===== src/rtl/ps2_key_tracker.sv =====
// ps2_key_tracker: PS/2 set-2 scancode decoder with held-key table,
// typematic repeat filter, press counter and overflow flag.
module ps2_key_tracker #(
  parameter int NKEYS   = 4,
  parameter int CNT_W   = 8,
  parameter int TIMEOUT = 50000
) (
  input  logic                       clk,
  input  logic                       rst,
  input  logic [7:0]                 din,
  input  logic                       din_valid,
  input  logic                       clr_ovf,
  output logic [7:0]                 key_code,
  output logic                       key_ext,
  output logic                       key_held_any,
  output logic [$clog2(NKEYS+1)-1:0] held_cnt,
  output logic                       evt_valid,
  output logic [7:0]                 evt_code,
  output logic                       evt_ext,
  output logic                       evt_break,
  output logic                       evt_repeat,
  output logic [CNT_W-1:0]           press_cnt,
  output logic                       overflow
);

  localparam int HW = $clog2(NKEYS+1);
  localparam int TW = $clog2(TIMEOUT+1);
  localparam logic [TW-1:0] TMAX = TW'(TIMEOUT-1);

  localparam logic [1:0] S_IDLE = 2'd0;
  localparam logic [1:0] S_E0   = 2'd1;
  localparam logic [1:0] S_F0   = 2'd2;
  localparam logic [1:0] S_E0F0 = 2'd3;

  logic [1:0]       state;
  logic [1:0]       nstate;
  logic [TW-1:0]    tcnt;
  logic [NKEYS-1:0] tv;
  logic [NKEYS-1:0] te;
  logic [7:0]       tc [NKEYS];

  logic             is_e0;
  logic             is_f0;
  logic             is_ack;
  logic             ev;
  logic             ev_brk;
  logic             ev_ext;
  logic [NKEYS-1:0] hit_vec;
  logic [NKEYS-1:0] free_vec;
  logic             hit;
  logic             full;
  logic             new_press;
  logic             ins;

  assign is_e0  = (din == 8'hE0);
  assign is_f0  = (din == 8'hF0);
  assign is_ack = (din == 8'hFA) || (din == 8'hAA) ||
                  (din == 8'hEE) || (din == 8'hFE);

  always_comb begin
    nstate = state;
    ev     = 1'b0;
    ev_brk = 1'b0;
    ev_ext = 1'b0;
    if (din_valid) begin
      unique case (state)
        S_IDLE: begin
          unique case (1'b1)
            is_e0:   nstate = S_E0;
            is_f0:   nstate = S_F0;
            is_ack:  nstate = S_IDLE;
            default: ev = 1'b1;
          endcase
        end
        S_E0: begin
          unique case (1'b1)
            is_f0:   nstate = S_E0F0;
            is_e0:   nstate = S_E0;
            default: begin
              ev     = 1'b1;
              ev_ext = 1'b1;
              nstate = S_IDLE;
            end
          endcase
        end
        S_F0: begin
          ev     = 1'b1;
          ev_brk = 1'b1;
          nstate = S_IDLE;
        end
        default: begin
          ev     = 1'b1;
          ev_brk = 1'b1;
          ev_ext = 1'b1;
          nstate = S_IDLE;
        end
      endcase
    end else if (state != S_IDLE && tcnt == TMAX) begin
      nstate = S_IDLE;
    end
  end

  always_comb begin
    for (int i = 0; i < NKEYS; i++) begin
      hit_vec[i] = tv[i] && (te[i] == ev_ext) &&
                   (tc[i] == din);
    end
  end

  // lowest clear bit of tv, one-hot
  assign free_vec  = ~tv & (tv + NKEYS'(1));
  assign hit       = |hit_vec;
  assign full      = ~|free_vec;
  assign new_press = ev && !ev_brk && !hit;
  assign ins       = new_press && !full;

  always_comb begin
    held_cnt = '0;
    for (int i = 0; i < NKEYS; i++) begin
      held_cnt = held_cnt + HW'(tv[i]);
    end
  end

  assign key_held_any = |tv;

  always_ff @(posedge clk or negedge rst) begin
    if (!rst) begin
      state <= S_IDLE;
      tcnt  <= '0;
    end else begin
      state <= nstate;
      if (din_valid || nstate == S_IDLE) begin
        tcnt <= '0;
      end else begin
        tcnt <= tcnt + TW'(1);
      end
    end
  end

  always_ff @(posedge clk or negedge rst) begin
    if (!rst) begin
      tv <= '0;
      te <= '0;
      for (int i = 0; i < NKEYS; i++) begin
        tc[i] <= '0;
      end
    end else if (ev) begin
      if (ev_brk) begin
        tv <= tv & ~hit_vec;
      end else if (ins) begin
        tv <= tv | free_vec;
        for (int i = 0; i < NKEYS; i++) begin
          if (free_vec[i]) begin
            te[i] <= ev_ext;
            tc[i] <= din;
          end
        end
      end
    end
  end

  always_ff @(posedge clk or negedge rst) begin
    if (!rst) begin
      evt_valid  <= 1'b0;
      evt_code   <= '0;
      evt_ext    <= 1'b0;
      evt_break  <= 1'b0;
      evt_repeat <= 1'b0;
      press_cnt  <= '0;
      key_code   <= '0;
      key_ext    <= 1'b0;
      overflow   <= 1'b0;
    end else begin
      evt_valid <= ev;
      if (ev) begin
        evt_code   <= din;
        evt_ext    <= ev_ext;
        evt_break  <= ev_brk;
        evt_repeat <= !ev_brk && hit;
      end
      if (new_press) begin
        press_cnt <= press_cnt + CNT_W'(1);
        key_code  <= din;
        key_ext   <= ev_ext;
      end
      if (new_press && full) begin
        overflow <= 1'b1;
      end else if (clr_ovf) begin
        overflow <= 1'b0;
      end
    end
  end

endmodule


===== config.mk =====
export PLATFORM = sky130hd
export DESIGN_NAME = ps2_key_tracker
export DESIGN_NICKNAME = d
export VERILOG_FILES = /design/src/rtl/ps2_key_tracker.sv
export SDC_FILE = /design/constraint.sdc
export NUM_CORES = 1
export LEC_CHECK = 0
export CAP_MARGIN = 20
export CELL_PAD_IN_SITES_DETAIL_PLACEMENT = 1
export CELL_PAD_IN_SITES_GLOBAL_PLACEMENT = 2
export CORE_ASPECT_RATIO = 0.5
export CORE_MARGIN = 2
export CORE_UTILIZATION = 34
export CTS_CLUSTER_SIZE = 30
export DETAILED_ROUTE_END_ITERATION = 7
export PLACE_DENSITY_LB_ADDON = 0.1
export SLEW_MARGIN = 20
export SYNTH_ARGS = -nofsm -noshare
export SYNTH_HDL_FRONTEND = slang
export SYNTH_SLANG_ARGS = --single-unit

===== constraint.sdc =====
create_clock -name clk -period 2.7 [get_ports clk]
set_input_delay 0.405 -clock clk [delete_from_list [all_inputs] [get_ports clk]]
set_output_delay 0.405 -clock clk [all_outputs]
set_load 0.02 [all_outputs]

Word level (Yosys, flattened, before mapping) --
Cells that the tools add are included.
Storage, ports and cells: output and inout bits 34, flip-flop bits (word level) 88, word-level logic and storage cells 105, bits of input ports 12
Cells by class: bitwise gates (word level) 6, reduce and logical (&&, ||, !) cells 38, add/subtract/negate cells 6, equality and inequality tests 17, multiplexer cells 18
Operator list (number):
- $eq A8 B8 Y1 const B | 6
- $eq A8 B8 Y1 | 4
- $add A16 B1 Y16 const B | 1
- $eq A16 B16 Y1 const B | 1
- $mux W16 | 1
- $reduce_and A4 Y1 | 4
- $logic_and A1 B1 Y1 | 14
- $reduce_or A4 Y1 | 3
- $add A8 B1 Y8 const B | 1
- $and A4 B4 Y4 | 2
- $mux W1 | 8
- $mux W4 | 2
- $not A4 Y4 | 2
- $pmux W2 S2 | 2
- $pmux W2 S3 | 1
- $reduce_bool A2 Y1 | 3
- $reduce_or A2 Y1 | 3
- $add A4 B1 Y4 const B | 1
- $eq A1 B1 Y1 | 4
- $logic_not A2 Y1 | 2
- $logic_or A1 B1 Y1 | 4
- $mux W2 | 2
- $or A4 B4 Y4 | 1
- $pmux W1 S2 | 2
- 9 further kinds | 11

Logic depth before layout (Yosys ltp) --
depth in word-level cells 14, mapped depth 10, depth with buffers taken out 7

Worst setup path before layout --
OpenSTA, ideal clock, no wires.
path kind input -> register, start input port din[0], end register tc[10] (netlist name), required time 2.575 ns, setup time 0.125 ns, buffers on the path 2, stages on the path 9, path slack -0.245 ns, arrival time 2.819 ns, cell sequence or4_1 > o311a_1 > buf_6 > xor2_1 > a2bb2oi_1 > nand3_2 > nor3b_1 > buf_6 > mux2_4
On the way: longest elaborated chain between the ends 13, elaborated cells between the ends (all ways) 39, those cells by class eq/ne (14); mux (6); reduce/logical (19)
Ends and longest elaborated chain:
- from (decl) | line 10 | input logic [7:0] din,
- $eq A8 B8 Y1, on equally long branches | line 55, 56
- $reduce_or A2 Y1 (no line)
- $mux W1 | line 76 | unique case (1'b1)
- $pmux W1 S2 | line 66 | unique case (state)
- $mux W1 | line 65 | if (din_valid) begin
- $eq A1 B1 Y1 | line 105 | hit_vec[i] = tv[i] && (te[i] == ev_ext) &&
- $logic_and A1 B1 Y1 (2 in series) | line 105
- $reduce_or A4 Y1 | line 112 | assign hit = |hit_vec;
- $logic_not A1 Y1 | line 114 | assign new_press = ev && !ev_brk && !hit;
- $logic_and A1 B1 Y1 | line 114
- $logic_and A1 B1 Y1 | line 115 | assign ins = new_press && !full;
- $reduce_and A4 Y1 (no line) (*)
- to (signal, indexed assignment) | line 155 | tc[i] <= din;
- to (decl) | line 40 | logic [7:0] tc [NKEYS];
Mark *: on every way between the ends. The rest lies on a longest branch, timed or not. A chain may end at the register's enable or synchronous reset.

Worst setup path after layout --
start input port din[5], end register te[2]
On the way: longest elaborated chain between the ends 13, elaborated cells between the ends (all ways) 39, those cells by class eq/ne (14); mux (6); reduce/logical (19)
Ends and longest elaborated chain:
- $eq A8 B8 Y1, on equally long branches | line 55, 56
- $reduce_or A2 Y1 (no line)
- $mux W1 | line 76
- $pmux W1 S2 | line 66
- $mux W1 | line 65
- $eq A1 B1 Y1 | line 105
- $logic_and A1 B1 Y1 (2 in series) | line 105
- $reduce_or A4 Y1 | line 112
- $logic_not A1 Y1 | line 114
- $logic_and A1 B1 Y1 | line 114
- $logic_and A1 B1 Y1 | line 115
- $reduce_and A4 Y1 (no line)
- to (signal, indexed assignment) | line 154 | te[i] <= ev_ext;
- to (decl) | line 39 | logic [NKEYS-1:0] te;
Parallel ways exist; a longest one is shown, timed or not.

==> summary.txt <==
Clock Skew: 9.71 ps
largest net degree at the start of global routing: 53
Rel. slew slack: 66.3%
sequential fraction of the synthesis area: 51.7%
final setup margin: 54.4 ps
RSZ-0062 raised after global routing: true
Avg Synthesized Cell Area: 11.7 µm²
diodes inserted: 0
drt pass-1 iters: 4
# rows: 28
Post-layout nets: 469
r2r worst-path depth: 7
Overall Power: 4.81 mW
Final Cycle Share: 98.0%
1st-iter DRT viols: 235
outcome: finished, final reports clean
Max Slew Vio Count: 0
CTS Buffer Depth: 2
WP data required: 2920 ps
Yosys reg bits: 88
I/O pin total: 46
maximum fanout along the worst path: 6
hold buffers post-CTS: 0
fin crit period: 2650 ps
Arr. time, crit path: 2870 ps
top cells by area, synth: dfrtp_1 (52%), xnor2_1 (9.1%), mux2_2 (7.4%), mux2_4 (6.3%), nand2_1 (3.5%)
Hold Fails Final Rpt: 0
terminus of the critical flop-to-flop path: te[2]
initial core utilization: 35.4%
Yosys top cell area share: 51.7%
Worst-path clk slew: 70 ps
worst flop-to-flop path startpoint: state[1]
DR vias: 2964
FILL cells: 1289
pwr dens: 858 nW/µm²
initial antenna violation count: 0
share of cells above drive strength 1: 27.0%
die footprint: 13500 µm²
flop2flop setup slack: 360 ps
number of synthesized flops with an enable pin: 0
global route overflow: 0
highest clock rate: 378 MHz
routed wire length: 10.5 mm
GPL Wtd Cong: 0.798
vias in the first global route: 3255
Area growth, synth to finish: 31.8%
CTS tree: built
GRT Overall Usage: 16.6%
residual DRC count: 0
PortBufs: 45
Root Driver: clkbuf_16
leak pwr: 2.51 nW
die height: 83.1 µm
Synth Cell Area: 4260 µm²
Max Cap Viol: 0
Setup CP Type: in -> reg
syn_nets: 384
Cells after Synth: 364
clk_lat worst skew: 340 ps
asr flop ratio synth: 100%
endpoints failing setup: 0
vias per inst: 4.80
H-tree level count: 3
crit path launch type: input pin
area of the core: 12000 µm²
synth warn: 0
CP startpoint: din[5]
pre-CTS WS: -771 ps
worst hold path class: in -> async
Routed Antenna Nets: 0
critical path endpoint category: register
Worst setup endpoint: te[2]
Wirelength per Cell: 17.0 µm
worst-margin pin slew: 505 ps
global-route wire length before repair: 17.3 mm
Synth cell types: 38
Final Util: 46.7%
# clock sinks: 88
Inserted Clock Buffers: 9
Final HPWL DP: 7.42 mm
area leader, netlist: dfrtp_1
width of the die: 162 µm
Hold WS: 25.0 ps
top_reg_cell synth: dfrtp_1
maximum vdd drop: 0.350 mV
setup_tns: 0 ps
==> how the worst min path moves through the flow <==
stage,to,depth (start not counted)
after global routing,tcnt[1],1
after global placement,tcnt[1],1
after CTS,tcnt[1],1
final,tcnt[1],1
after floorplan,evt_break,0
after detailed placement,tcnt[1],1
==> cells by family (layout without fill, tap and decap cells) <==
kind of cell / Yosys count / count (layout) / share of synthesized area, %
AND/OR/NAND/NOR: 121 / 122 / 14.1
flip-flops: 88 / 88 / 51.7
XOR/XNOR: 58 / 58 / 11.9
multiplexers: 46 / 46 / 13.8
buffers and inverters: 25 / 112 / 3.03
AO/OA/AOI/OAI: 18 / 18 / 2.97
adder cells (fa/ha/maj): 8 / 8 / 2.53
==> per-stage QoR <==
step                      instances  area [µm²]
final                           617        5610
after global routing            617        5610
after CTS                       614        5580
after detailed placement        595        5180
after global placement          595        5180
after floorplan                 364        4310
==> critical path, cell delays in order <==
cell	delay, ps
clkdlybuf4s50_1	520
nand3_1	150
o311a_4	410
xor2_2	180
a2bb2oi_2	250
nand3_4	180
nor3b_4	270
buf_4	190
mux2_4	300
==> state kept, by name, summed over array words and instances, names as in the netlist <==
register	count
evt_code	8
evt_valid	1
evt_ext	1
tv	4
overflow	1
key_code	8
evt_break	1
evt_repeat	1
press_cnt	8
tc	32
state	2
key_ext	1
tcnt	16
te	4
==> per-layer routing <==
| layer | vias to the layer above | track usage, % | share of wire, % |
|---|---|---|---|
| met1 | 1527 | 21.3 | 47 |
| li1 | 1397 | - | - |
| met2 | 32 | 28.4 | 50 |
| met4 | 0 | 3.38 | 0.57 |
| met3 | 8 | 4.50 | 2.6 |
| met5 | - | 0 | 0 |
==> layout by cell type (no fill, tap or decap), types with 2 or more instances in the layout <==
| cell type | instances |
|---|---|
| xnor2_1 | 44 |
| nand4_1 | 5 |
| bufinv_16 | 3 |
| mux2_2 | 28 |
| clkbuf_2 | 3 |
| o21ai_0 | 6 |
| ha_1 | 7 |
| nor4b_1 | 2 |
| xor2_1 | 12 |
| dfrtp_1 | 88 |
| and3_1 | 11 |
| a2bb2oi_2 | 2 |
| clkdlybuf4s50_1 | 37 |
| buf_12 | 3 |
| clkbuf_16 | 9 |
| or4_4 | 2 |
| inv_1 | 9 |
| nand3_1 | 17 |
| nor4_1 | 3 |
| dlymetal6s2s_1 | 2 |
| nor2_1 | 26 |
| a21o_1 | 2 |
| nand2_1 | 40 |
| nor3_1 | 6 |
| nand3_4 | 3 |
| buf_4 | 41 |
| mux2_4 | 18 |
==> synth_stat cells, drive strengths merged, types with 2 or more instances <==
| cell | count |
|---|---|
| xor2 | 14 |
| clkbuf | 3 |
| a21o | 2 |
| mux2 | 46 |
| nand2 | 40 |
| dfrtp | 88 |
| and3 | 12 |
| nor4b | 2 |
| inv | 9 |
| nor4 | 3 |
| or4 | 2 |
| buf | 13 |
| o21ai | 7 |
| nor2 | 27 |
| nand3 | 19 |
| xnor2 | 44 |
| a2bb2oi | 2 |
| nor3 | 7 |
| nand4 | 5 |
| ha | 7 |
==> final cells by class <==
type	count	area (µm²)	area share (%)
timing repair buffer	89	808	14.4
inverter	9	33.8	0.602
tap	165	206	3.68
multi-input combinational	252	2030	36.3
sequential	88	2200	39.3
clock buffer	10	229	4.08
clock inverter	4	95.1	1.70
==> power breakdown <==
group | internal [mW] | switching, mW
Clock | 0.893 | 0.510
Combinational | 0.829 | 0.691
Sequential | 1.62 | 0.267
Total | 3.35 | 1.47
==> what timing repair did <==
action | CTS | global route
cloned | 2 | 0
gates resized for setup | 16 | 9
pin swaps | 6 | 5
buffers inserted | 3 | 3
setup endpoints to repair | 58 | 30
endpoints found under the hold margin | 0 | 0
Note: power is estimated with default switching activity, not from simulation.
